$ cat config.mk
export PLATFORM = sky130hd
export DESIGN_NAME = seq_norm_shifter
export DESIGN_NICKNAME = d
export VERILOG_FILES = /design/src/rtl/fp_adder_pkg.sv /design/src/rtl/shift_step_unit.sv /design/src/rtl/seq_norm_shifter.sv
export SDC_FILE = /design/constraint.sdc
export NUM_CORES = 1
export LEC_CHECK = 0
export CAP_MARGIN = 40
export CORE_AREA = 2 2 130 132
export DETAILED_ROUTE_END_ITERATION = 10
export DIE_AREA = 0 0 132 134
export GPL_ROUTABILITY_DRIVEN = 0
export SYNTH_ARGS = -nofsm -noshare
export SYNTH_HDL_FRONTEND = slang
export SYNTH_SLANG_ARGS = --single-unit
export TNS_END_PERCENT = 50
$ cat constraint.sdc
create_clock -name Clk -period 5.8 [get_ports Clk]
set_input_delay 0.87 -clock Clk [delete_from_list [all_inputs] [get_ports Clk]]
set_output_delay 0.87 -clock Clk [all_outputs]
set_load 0.005 [all_outputs]
$ cat src/rtl/fp_adder_pkg.sv
// Shared encodings for the FP adder datapath: shifter modes and shifter FSM states.
package fp_adder_pkg;

  localparam logic [1:0] MODE_SRL  = 2'b00;
  localparam logic [1:0] MODE_SLL  = 2'b01;
  localparam logic [1:0] MODE_NORM = 2'b10;
  localparam logic [1:0] MODE_SRA  = 2'b11;

  typedef enum logic [1:0] {
    ST_IDLE  = 2'b00,
    ST_SHIFT = 2'b01,
    ST_DONE  = 2'b10
  } state_t;

endpackage

$ cat src/rtl/shift_step_unit.sv
// One shifter step: moves value by s (<= STEP) positions, reports the bits lost off
// the LSB end and the leading-zero count within the top STEP bits.
module shift_step_unit
  import fp_adder_pkg::*;
#(
  parameter int WIDTH = 24,
  parameter int STEP  = 4,
  localparam int SW   = $clog2(STEP + 1)
) (
  input  logic [WIDTH-1:0] value,
  input  logic [SW-1:0]    s,
  input  logic [1:0]       mode,
  input  logic             fill,
  output logic [WIDTH-1:0] shifted,
  output logic             out_or,
  output logic [SW-1:0]    lz_top
);

  logic [WIDTH-1:0] low_mask;
  logic [WIDTH-1:0] fill_mask;
  logic             found;

  assign low_mask  = ~({WIDTH{1'b1}} << s);
  assign fill_mask = ~({WIDTH{1'b1}} >> s);
  assign out_or    = |(value & low_mask);

  always_comb begin
    shifted = value << s;
    if (mode == MODE_SRL || mode == MODE_SRA)
      shifted = (value >> s) | (fill ? fill_mask : '0);
  end

  // Leading zeros are only looked for within one step's reach.
  always_comb begin
    lz_top = '0;
    found  = 1'b0;
    for (int i = 0; i < STEP; i++) begin
      if (!found) begin
        if (value[WIDTH-1-i]) found = 1'b1;
        else                  lz_top = lz_top + SW'(1);
      end
    end
  end

endmodule

$ cat src/rtl/seq_norm_shifter.sv
// Multi-bit sequential shifter for the FP adder: aligns (right, sticky), shifts left,
// shifts arithmetic right, or normalises left reporting the total shift.
module seq_norm_shifter
  import fp_adder_pkg::*;
#(
  parameter int WIDTH = 24,
  parameter int CNT_W = 8,
  parameter int STEP  = 4
) (
  input  logic             Clk,
  input  logic             Clear,
  input  logic             Load,
  input  logic [1:0]       Mode,
  input  logic [WIDTH-1:0] Data,
  input  logic [CNT_W-1:0] Count,
  output logic [WIDTH-1:0] Result,
  output logic             Sticky,
  output logic [CNT_W-1:0] Shift_total,
  output logic             Zero,
  output logic             shift_enable,
  output logic             Done
);

  localparam int SW = $clog2(STEP + 1);
  localparam logic [CNT_W-1:0] STEP_C  = CNT_W'(STEP);
  localparam logic [CNT_W-1:0] WIDTH_C = CNT_W'(WIDTH);

  state_t           state;
  logic [1:0]       mode_r;
  logic             fill;
  logic [CNT_W-1:0] remaining;
  logic [CNT_W-1:0] count_c;
  logic [CNT_W-1:0] lz_c;
  logic [CNT_W-1:0] s_amt;
  logic [CNT_W-1:0] next_rem;
  logic [SW-1:0]    step_s;
  logic [SW-1:0]    lz_top;
  logic [WIDTH-1:0] shifted;
  logic             out_or;
  logic             right_mode;

  assign count_c    = (Count > WIDTH_C) ? WIDTH_C : Count;
  assign lz_c       = CNT_W'(lz_top);
  assign right_mode = (mode_r == MODE_SRL) || (mode_r == MODE_SRA);
  assign next_rem   = remaining - s_amt;
  assign step_s     = SW'(s_amt);

  // Normalise never shifts past the first 1 or past the remaining cap.
  always_comb begin
    s_amt = (remaining < STEP_C) ? remaining : STEP_C;
    if (mode_r == MODE_NORM)
      s_amt = (lz_c < remaining) ? lz_c : remaining;
  end

  shift_step_unit #(.WIDTH(WIDTH), .STEP(STEP)) u_step (
    .value   (Result),
    .s       (step_s),
    .mode    (mode_r),
    .fill    (fill),
    .shifted (shifted),
    .out_or  (out_or),
    .lz_top  (lz_top)
  );

  always_ff @(posedge Clk or negedge Clear) begin
    if (!Clear) begin
      state        <= ST_IDLE;
      mode_r       <= MODE_SRL;
      fill         <= 1'b0;
      remaining    <= '0;
      Result       <= '0;
      Sticky       <= 1'b0;
      Shift_total  <= '0;
      Zero         <= 1'b0;
      shift_enable <= 1'b0;
      Done         <= 1'b0;
    end else begin
      case (state)
        ST_IDLE: begin
          Done <= 1'b0;
          if (Load) begin
            Result      <= Data;
            Sticky      <= 1'b0;
            Shift_total <= '0;
            Zero        <= 1'b0;
            mode_r      <= Mode;
            fill        <= (Mode == MODE_SRA) & Data[WIDTH-1];
            if (Mode == MODE_NORM) begin
              remaining <= Count;
              if (Data == '0) begin
                Zero  <= 1'b1;
                state <= ST_DONE;
                Done  <= 1'b1;
              end else if (Data[WIDTH-1] || Count == '0) begin
                state <= ST_DONE;
                Done  <= 1'b1;
              end else begin
                state        <= ST_SHIFT;
                shift_enable <= 1'b1;
              end
            end else begin
              remaining <= count_c;
              if (count_c == '0) begin
                state <= ST_DONE;
                Done  <= 1'b1;
              end else begin
                state        <= ST_SHIFT;
                shift_enable <= 1'b1;
              end
            end
          end
        end
        ST_SHIFT: begin
          Result      <= shifted;
          Sticky      <= Sticky | (right_mode & out_or);
          remaining   <= next_rem;
          Shift_total <= Shift_total + s_amt;
          if (next_rem == '0 || (mode_r == MODE_NORM && shifted[WIDTH-1])) begin
            state        <= ST_DONE;
            shift_enable <= 1'b0;
            Done         <= 1'b1;
          end
        end
        ST_DONE: begin
          Done  <= 1'b0;
          state <= ST_IDLE;
        end
        default: begin
          state        <= ST_IDLE;
          shift_enable <= 1'b0;
          Done         <= 1'b0;
        end
      endcase
    end
  end

endmodule

==> load_flow_metrics.sql, run 1 <==
INSERT INTO impl_metrics (metric_group, metric, value, unit) VALUES
('clocking', 'clk_latency', '0.30', 'ns'),
('layout', 'layout.cells.most_common_list', 'mux2i_1, clkdlybuf4s50_1, nor2_1', ''),
('drt', 'avgViaCountPerCell', '5.645', ''),
('grt', 'first_global_vias', '4772', ''),
('grt', 'gr-usage-all-layers', '17.61', '%'),
('job', 'maxCapViolCount', '0', ''),
('logic_synthesis', 'synth_enable_flop_cells', '0', ''),
('worst_setup_path', 'timing.critical_path.cells', 'inv_1, a21oi_1, ha_1, o31ai_1, inv_1, ha_1, nor2b_1, o21a_1, o311ai_1, o21a_1, buf_4, mux2i_1, mux2i_1, mux4_2, o32ai_1, nor2_1', ''),
('sta', 'max_slew_margin', '43.21', '%'),
('clocking', 'clock_buffers_created_by_tritoncts', '5', ''),
('floorplan', 'die_area', '17690', 'um2'),
('floorplan', 'pin_count', '73', ''),
('logic_synthesis', 'synth-main-ff-cell', 'dfrtp_1', ''),
('min_path', 'hold_path_end', 'Sticky', ''),
('clocking', 'clkSlewWorstSetupHoldPaths', '0.07', 'ns'),
('worst_setup_path', 'critical-path-top-delay-family', 'compound AO/OA/AOI/OAI gates', ''),
('sta', 'report.final.hold_viol_count', '0', ''),
('grt', 'antenna_found_initial', '0', ''),
('worst_setup_path', 'critPathSlowestCell', 'o311ai_1', ''),
('min_path', 'startpoint_of_the_tightest_hold_check_path', 'Sticky', ''),
('min_path', 'min_path_cells', '2', ''),
('outcome', 'outcome', 'finished, final reports clean', ''),
('clocking', 'post_cts_resized', '0', ''),
('layout', 'multiInputGateArea', '3359', 'um2'),
('drt', 'final_antenna_net_count', '0', ''),
('sta', 'timing.fmax', '196.5', 'MHz'),
('grt', 'grt_max_degree', '50', ''),
('drt', 'detail_route.first_pass.iterations', '5', ''),
('drt', 'detail_route.wl_per_cell', '18.48', 'um'),
('worst_setup_path', 'r2r_setup_slack', '0.71', 'ns'),
('placement', 'place_inst', '838', ''),
('drt', 'drt_iter0_drc', '402', ''),
('logic_synthesis', 'async_reset_ff_share', '100.0', '%'),
('layout', 'antenna-diode-count', '0', ''),
('clocking', 'cts-root-to-sink-buffers', '2', ''),
('sta', 'worst-slew-pin-transition', '0.8518', 'ns'),
('worst_setup_path', 'worst-path-max-fanout', '12', ''),
('layout', 'regArea', '1226', 'um2'),
('placement', 'detailed_place_hpwl', '11.74', 'mm'),
('grt', 'grt_first_pass_wirelength', '25.37', 'mm'),
('logic_synthesis', 'synth-warning-count', '0', ''),
('grt', 'globalRouteOverflowTotal', '0', ''),
('worst_setup_path', 'cp_num_buf_inv', '3', ''),
('sta', 'final.setup.tns', '0', 'ns'),
('layout', 'finalNonFillerCells', '846', ''),
('clocking', 'clk_root_buffer_cell', 'clkbuf_16', ''),
('worst_setup_path', 'cpPeakStageDelay', '0.56', 'ns'),
('floorplan', 'floorplan.die.height', '134', 'um'),
('layout', 'num-nets-final', '678', ''),
('worst_setup_path', 'worst_ep_arrival_time', '5.27', 'ns'),
('sta', 'grt_setup_unrepaired', 'false', ''),
('worst_setup_path', 'rr_endpoint', 'Result[13]', ''),
('logic_synthesis', 'synth.top_cells.by_area', 'dfrtp_1, mux2i_1, mux4_2', ''),
('sta', 'min_period_over_period', '87.75', '%'),
('layout', 'synthToLayoutAreaGrowth', '23.92', '%'),
('worst_setup_path', 'setup.worst_path.class', 'reg2reg', ''),
('logic_synthesis', 'synth_cells', '566', ''),
('power_and_ir_drop', 'worst_ir_drop_vdd', '0.2810', 'mV'),
('logic_synthesis', 'synthesized_flop_and_latch_total', '49', ''),
('layout', 'n_fill_cell', '1655', ''),
('min_path', 'holdCritPathClass', 'reg2reg', ''),
('clocking', 'post_cts_buffers', '0', ''),
('logic_synthesis', 'post-synth-top-area-cell', 'dfrtp_1', ''),
('worst_setup_path', 'timing.critical_path.from_type', 'register', ''),
('logic_synthesis', 'synth.distinct_cells', '70', ''),
('worst_setup_path', 'crit_path_end_kind', 'register', ''),
('logic_synthesis', 'synth.yosys.seq_area_share', '25.57', '%'),
('floorplan', 'row_count', '47', ''),
('clocking', 'htreeDepth', '2', ''),
('power_and_ir_drop', 'powerDensity', '624.9', 'nW/um2'),
('sta', 'final_max_slew_viol_count', '0', '');
## per-stage QoR
step / setup slack [ns] / total power [uW] / hold slack, ns / cell area (um2) / util [%]
after floorplan: 0.8634 / 2533 / 0.4497 / 4818 / -
after global placement: 1.011 / 3301 / 0.4655 / 5757 / 35.34
after detailed placement: 0.8491 / 3384 / 0.4672 / 5799 / 35.60
after CTS: 0.8026 / 3701 / 0.4822 / 5943 / 36.49
after global routing: 0.3730 / 4006 / 0.5145 / 5943 / 36.49
final: 0.7107 / 3714 / 0.4789 / 5943 / 36.49
## final cells by class
type,instances,area share [%]
flip-flops and latches,49,20.63
well taps,220,4.632
multi-input cells,460,56.53
inverters,22,1.389
clock buffers,6,2.168
clock inverters,2,0.2526
repair buffers,87,14.40
## tightest hold or removal path, stage by stage (launching register included)
cell,delay (ns)
dfrtp_1,0.35
nand2_1,0.05
nand2_1,0.05
## kinds of logic after synthesis
kind of cell	after synthesis	synth area share [%]
mux	93	23.40
compound gates	157	22.54
simple gates	173	16.20
xor+xnor	10	1.826
fa+ha+maj	19	4.826
other cells	2	0.1566
buf+inv	63	5.479
flops	49	25.57
## registers in the layout, summed over array words and instances, names as in the netlist
name and flops:
Zero 1, Shift_total 8, mode_r 2, state 2
Done 1, remaining 8, Result 24, fill 1
shift_enable 1, Sticky 1
## synth_stat cells, types with 3 or more instances
master and n:
a21o_1 4, a221oi_1 4, a221o_1 3, buf_1 4, dfrtp_1 49, a211oi_1 9, nor4_1 7, o21ai_1 14
nand2b_1 5, clkbuf_1 23, o22a_1 3, o31a_1 3, a21oi_1 33, a31oi_1 7, nor2b_1 4, o21ai_0 21
xnor2_1 7, nand3_1 10, nand2_1 48, mux2i_1 75, nor3_1 11, o31ai_1 4, nor2_1 71, ha_1 16
inv_1 21, buf_2 12, nand4_1 4, or3_1 3, o22ai_1 7, o21a_1 3, and2_1 3, o32ai_1 14
o211ai_1 3, xor2_1 3, mux4_2 15
## report_power, final
part	total, uW	switching (uW)	leakage (uW)	internal, uW
sequential	796	288	0.000589	508
combinational	2610	1390	0.00184	1230
clock	303	143	0.0000631	161
## per-layer routing
metal	share of wire [%]	up-vias	track usage (%)
met1	41	2304	22.12
met5	0	-	0
li1	-	2237	-
met4	2.9	0	6.582
met2	50	205	31.22
met3	6.0	30	1.852
## worst max-delay path by stage
| stage | from | cells past startpoint | endpoint |
|---|---|---|---|
| after floorplan | Result[23] | 22 | shift_enable |
| after global placement | Result[22] | 16 | Result[13] |
| after detailed placement | Result[23] | 15 | Result[8] |
| after CTS | Result[22] | 16 | Result[12] |
| after global routing | Result[23] | 15 | Result[8] |
| final | Result[22] | 16 | Result[13] |
(Power assumes the default switching activity.)
==> run 2: changes to the inputs <==
Settings changed: RECOVER_POWER from default to 50.
==> load_flow_metrics.sql, run 2 (synthesis gave the netlist of run 1 again) <==
INSERT INTO impl_metrics (metric_group, metric, value, unit) VALUES
('outcome', 'outcome', 'complete, but fails checks', ''),
('outcome', 'violations_in_the_final_reports', 'max-capacitance violations, max-slew violations', ''),
('drt', 'drt_iter0_drc', '381', ''),
('layout', 'regArea', '1226', 'um2'),
('min_path', 'startpoint_of_the_tightest_hold_check_path', 'Sticky', ''),
('sta', 'final_max_slew_viol_count', '50', ''),
('sta', 'setup_failing_eps_final', '0', ''),
('floorplan', 'floorplan.die.height', '134', 'um'),
('drt', 'drc', '0', ''),
('floorplan', 'placeableCoreArea', '16290', 'um2'),
('drt', 'detail_route.wl_per_cell', '18.59', 'um'),
('worst_setup_path', 'crit_path_end_kind', 'register', ''),
('layout', 'final_core_utilization', '36.46', '%'),
('sta', 'fin_hold_ws', '0.4724', 'ns'),
('worst_setup_path', 'timing.rr.start', 'Result[22]', ''),
('min_path', 'holdCritPathClass', 'reg2reg', ''),
('worst_setup_path', 'timing.critical_path.from_type', 'register', ''),
('floorplan', 'pin_count', '73', ''),
('layout', 'n_fill_cell', '1656', ''),
('layout', 'largest_registers', 'Result: 24 flops, Shift_total: 8 flops, remaining: 8 flops', ''),
('sta', 'min_period_over_period', '87.74', '%'),
('worst_setup_path', 'worst_ep_arrival_time', '5.27', 'ns'),
('sta', 'min_period', '5.089', 'ns'),
('grt', 'gr-usage-all-layers', '17.61', '%'),
('clocking', 'clock_sinks', '49', ''),
('sta', 'grt_setup_unrepaired', 'false', ''),
('worst_setup_path', 'setup.worst_path.class', 'reg2reg', ''),
('sta', 'final.setup.worst_slack', '0.7110', 'ns'),
('clocking', 'cts_tree', 'done', ''),
('layout', 'multiInputGateArea', '3359', 'um2'),
('worst_setup_path', 'startpoint', 'Result[22]', ''),
('job', 'maxCapViolCount', '1', ''),
('layout', 'antenna-diode-count', '0', ''),
('placement', 'place_inst', '838', ''),
('floorplan', 'die_area', '17690', 'um2'),
('floorplan', 'row_count', '47', ''),
('sta', 'worst-slew-pin-transition', '2.828', 'ns'),
('placement', 'input_output_buffers', '72', ''),
('power_and_ir_drop', 'power.leakage', '0.002504', 'uW'),
('layout', 'layout.cells.most_common_list', 'mux2i_1, nor2_1, clkdlybuf4s50_1', ''),
('worst_setup_path', 'critical_path_required', '5.98', 'ns'),
('grt', 'grt_first_pass_wirelength', '25.37', 'mm'),
('drt', 'detail_route.first_pass.iterations', '4', ''),
('power_and_ir_drop', 'worst_ir_drop_vdd', '0.2828', 'mV'),
('sta', 'max_slew_margin', '-88.51', '%'),
('clocking', 'htreeDepth', '2', ''),
('placement', 'detailed_place_hpwl', '11.74', 'mm'),
('clocking', 'post_cts_buffers', '0', ''),
('drt', 'final_antenna_net_count', '0', ''),
('clocking', 'cts_hold_repair.buffers', '0', ''),
('worst_setup_path', 'worst-path-max-fanout', '12', ''),
('drt', 'num_vias', '4783', ''),
('layout', 'synthToLayoutAreaGrowth', '23.85', '%'),
('placement', 'dp_worst_setup_slack', '0.8491', 'ns'),
('clocking', 'clkSlewWorstSetupHoldPaths', '0.07', 'ns'),
('sta', 'report.final.hold_viol_count', '0', ''),
('grt', 'globalRouteOverflowTotal', '0', ''),
('layout', 'most_frequent_standard_cell_in_the_layout_excluding_fill_and_tap_cells', 'mux2i_1', ''),
('layout', 'largest_reg_flops', '24', ''),
('power_and_ir_drop', 'powerDensity', '623.1', 'nW/um2'),
('drt', 'totalWireLength', '15.73', 'mm'),
('layout', 'num-nets-final', '678', ''),
('layout', 'layout-drive-gt1-share', '7.987', '%'),
('clocking', 'clk_latency', '0.30', 'ns'),
('clocking', 'cts-root-to-sink-buffers', '2', ''),
('layout', 'top_register', 'Result', ''),
('clocking', 'clk_root_buffer_cell', 'clkbuf_16', ''),
('clocking', 'clock_buffers_created_by_tritoncts', '5', ''),
('floorplan', 'starting_density', '29.44', '%'),
('layout', 'finalNonFillerCells', '846', ''),
('drt', 'avgViaCountPerCell', '5.654', ''),
('clocking', 'post_cts_resized', '0', ''),
('sta', 'final.setup.tns', '0', 'ns'),
('sta', 'timing.fmax', '196.5', 'MHz'),
('sta', 'skew', '0.007404', 'ns'),
('grt', 'first_global_vias', '4772', ''),
('grt', 'antenna_found_initial', '0', ''),
('floorplan', 'die_width', '132', 'um'),
('grt', 'grt_max_degree', '50', '');
-- run 2: changes by cell type in the layout (fill, tap and decap cells not counted) --
| cell | previous run | this run |
|---|---|---|
| buf_4 | 13 | 12 |
| or2_2 | 1 | 0 |
| or2_0 | 0 | 1 |
| dlygate4sd3_1 | 0 | 16 |
| clkdlybuf4s50_1 | 71 | 55 |
| clkbuf_1 | 1 | 2 |
-- run 2: path summary, 6_finish.rpt --
path / endpoint / slack (ns) / depth (start not counted)
setup / recovery: Result[13] / 0.71 / 16
hold / removal: Sticky / 0.47 / 2
setup reg to reg: Result[13] / 0.71 / 16
hold reg to reg: Sticky / 0.47 / 2
max in group asynchronous: Result[19] / 2.62 / 2
min in group asynchronous: Result[10] / 1.57 / 2
-- run 2: where the power goes --
part | leakage (uW) | internal (uW) | total, uW | switching [uW]
Clock | 0.0000631 | 161 | 303 | 143
Combinational | 0.00185 | 1210 | 2600 | 1390
Sequential | 0.000589 | 508 | 795 | 287
Total | 0.00250 | 1880 | 3700 | 1820
-- run 2: final cells by class --
class	instances	area share, %
clock inverters	2	0.2528
inverters	22	1.390
clock buffers	6	2.170
well taps	220	4.635
repair buffers	87	14.35
flip-flops and latches	49	20.64
multi-input cells	460	56.56
-- run 2: worst max-delay path, stage by stage, from the launching register on --
cell,delay (ns)
dfrtp_1,0.52
inv_1,0.12
a21oi_1,0.18
ha_1,0.26
o31ai_1,0.51
inv_1,0.16
ha_1,0.35
nor2b_1,0.15
o21a_1,0.18
o311ai_1,0.57
o21a_1,0.51
buf_4,0.32
mux2i_1,0.28
mux2i_1,0.16
mux4_2,0.51
o32ai_1,0.13
nor2_1,0.06
-- run 2: per-layer routing --
layer | routed length [um] | up-vias | GRT usage, %
met4 | 465 | 0 | 6.582
met5 | 0 | - | 0
met3 | 805 | 30 | 1.852
met2 | 7879 | 200 | 31.22
met1 | 6580 | 2313 | 22.12
li1 | - | 2240 | -
-- run 2: per-stage QoR --
step           power (uW)  area [um2]
3_3_place_gp         3301        5757
4_1_cts              3701        5943
3_5_place_dp         3384        5799
6_report             3701        5939
2_1_floorplan        2533        4818
5_1_grt              3987        5939
==> run 3: changes to the inputs <==
Settings changed: CAP_MARGIN 40 to default.
Clock period 5.8 ns to 4.25 ns, I/O delays scaled along.
==> load_flow_metrics.sql, run 3 (synthesis gave the netlist of run 1 again) <==
INSERT INTO impl_metrics (metric_group, metric, value, unit) VALUES
('outcome', 'outcome', 'complete, but fails checks', ''),
('outcome', 'violations_in_the_final_reports', 'max-capacitance violations, max-slew violations', ''),
('grt', 'grt_max_degree', '50', ''),
('grt', 'first_global_vias', '5001', ''),
('layout', 'top_register', 'Result', ''),
('floorplan', 'floorplan.die.height', '134', 'um'),
('sta', 'timing.fmax', '240.8', 'MHz'),
('layout', 'antenna-diode-count', '0', ''),
('layout', 'layout.cells.most_common_list', 'mux2i_1, nor2_1, clkdlybuf4s50_1', ''),
('sta', 'final_max_slew_viol_count', '50', ''),
('drt', 'totalWireLength', '16.33', 'mm'),
('sta', 'min_period_over_period', '97.70', '%'),
('worst_setup_path', 'crit_path_end', 'shift_enable', ''),
('clocking', 'clkSlewWorstSetupHoldPaths', '0.07', 'ns'),
('drt', 'final_antenna_net_count', '0', ''),
('drt', 'num_vias', '4976', ''),
('grt', 'globalRouteOverflowTotal', '0', ''),
('sta', 'max_slew_margin', '-92.19', '%'),
('drt', 'drt_iter0_drc', '369', ''),
('worst_setup_path', 'worst_r2r_path_depth', '21', ''),
('worst_setup_path', 'timing.rr.start', 'Result[22]', ''),
('worst_setup_path', 'critical_path_required', '4.44', 'ns'),
('layout', 'largest_registers', 'Result: 24 flops, Shift_total: 8 flops, remaining: 8 flops', ''),
('grt', 'antenna_found_initial', '0', ''),
('worst_setup_path', 'rr_endpoint', 'shift_enable', ''),
('worst_setup_path', 'setup.worst_path.class', 'reg2reg', ''),
('floorplan', 'placeableCoreArea', '16290', 'um2'),
('clocking', 'cts-root-to-sink-buffers', '2', ''),
('placement', 'dp_worst_setup_slack', '0.04413', 'ns'),
('worst_setup_path', 'crit_path_end_kind', 'register', ''),
('layout', 'most_frequent_standard_cell_in_the_layout_excluding_fill_and_tap_cells', 'mux2i_1', ''),
('power_and_ir_drop', 'powerDensity', '859.5', 'nW/um2'),
('sta', 'report.final.hold_viol_count', '0', ''),
('sta', 'worst-slew-pin-transition', '2.883', 'ns'),
('sta', 'fin_hold_ws', '0.4761', 'ns'),
('grt', 'grt_first_pass_wirelength', '26.43', 'mm'),
('floorplan', 'die_width', '132', 'um'),
('clocking', 'clk_root_buffer_cell', 'clkbuf_16', ''),
('clocking', 'htreeDepth', '2', ''),
('worst_setup_path', 'timing.critical_path.from_type', 'register', ''),
('sta', 'min_period', '4.152', 'ns'),
('drt', 'detail_route.first_pass.iterations', '4', ''),
('layout', 'num-nets-final', '692', ''),
('layout', 'synthToLayoutAreaGrowth', '28.88', '%'),
('sta', 'skew', '0.004070', 'ns'),
('min_path', 'holdCritPathClass', 'reg2reg', ''),
('layout', 'layout-drive-gt1-share', '12.66', '%'),
('job', 'maxCapViolCount', '1', ''),
('placement', 'input_output_buffers', '72', ''),
('clocking', 'clock_sinks', '49', ''),
('floorplan', 'row_count', '47', ''),
('worst_setup_path', 'r2r_setup_slack', '0.1', 'ns'),
('power_and_ir_drop', 'power.leakage', '0.002588', 'uW'),
('worst_setup_path', 'startpoint', 'Result[22]', ''),
('clocking', 'clk_latency', '0.30', 'ns'),
('power_and_ir_drop', 'worst_ir_drop_vdd', '0.3683', 'mV'),
('drt', 'detail_route.wl_per_cell', '18.99', 'um'),
('clocking', 'clock_buffers_created_by_tritoncts', '5', ''),
('floorplan', 'starting_density', '29.44', '%'),
('drt', 'avgViaCountPerCell', '5.786', ''),
('floorplan', 'pin_count', '73', ''),
('layout', 'largest_reg_flops', '24', ''),
('placement', 'detailed_place_hpwl', '12.00', 'mm'),
('worst_setup_path', 'worst_ep_arrival_time', '4.35', 'ns'),
('sta', 'final.setup.worst_slack', '0.09769', 'ns'),
('floorplan', 'die_area', '17690', 'um2'),
('drt', 'drc', '0', ''),
('grt', 'gr-usage-all-layers', '18.28', '%'),
('clocking', 'cts_tree', 'done', ''),
('sta', 'setup_failing_eps_final', '0', ''),
('clocking', 'cts_hold_repair.buffers', '0', ''),
('worst_setup_path', 'worst-path-max-fanout', '5', '');
[run 3: timing repair]
item | 4_1_cts | 5_1_grt
resized for setup | 0 | 14
setup endpoints to repair | 0 | 5
setup buffers | 0 | 7
[run 3: through the flow]
stage               cells  utilization [%]  TNS (ns)  power [uW]  instance area, um2
global route          860            37.94  -0.01122        5714                6181
CTS                   853            37.25         0        5192                6068
detailed placement    845            36.37         0        4754                5924
global placement      845            36.37         0        4690                5924
floorplan             572                -         0        3555                4925
finish                860            37.94         0        5313                6181
[run 3: where the power goes]
part	switching, uW	internal [uW]	total [uW]
combinational	2060	1780	3840
clock	198	219	417
sequential	356	695	1050
total	2620	2690	5310
[run 3: how the worst min path moves through the flow]
stage               startpoint          to  slack (ns)  cells past startpoint
floorplan                Clear        Done        0.34                      0
global placement          Zero        Zero        0.47                      2
detailed placement        Zero        Zero        0.47                      2
CTS                      Clear  Result[11]        0.49                      2
global route              Zero        Zero        0.54                      2
finish                    Zero        Zero        0.48                      2
[run 3: per-layer routing]
metal / up-vias / track usage, % / part of all wire, %
met5: - / 0 / 0
met4: 0 / 6.763 / 2.9
met3: 40 / 1.738 / 6.3
met2: 249 / 31.77 / 49
met1: 2406 / 23.63 / 42
li1: 2281 / - / -
[run 3: final cells by class]
class	count	area [um2]
Timing Repair Buffer	101	958.4
Sequential cell	49	1227
Fill cell	1628	10110
Inverter	22	85.08
Tap cell	220	275.3
Clock inverter	2	15.01
Multi-Input combinational cell	460	3491
Clock buffer	6	128.9
[run 3: critical path, cell delays in order (launching register included)]
cell	delay (ns)
dfrtp_2	0.45
inv_4	0.06
a21oi_4	0.17
ha_4	0.23
o31ai_4	0.26
inv_2	0.09
ha_4	0.23
o2111a_1	0.14
o311a_1	0.36
a31oi_4	0.18
inv_2	0.06
ha_1	0.18
inv_2	0.09
ha_1	0.16
a21oi_2	0.04
o21a_1	0.14
buf_4	0.15
nor3_4	0.17
nor2_1	0.10
a211oi_2	0.24
nand4b_1	0.26
a41o_1	0.28
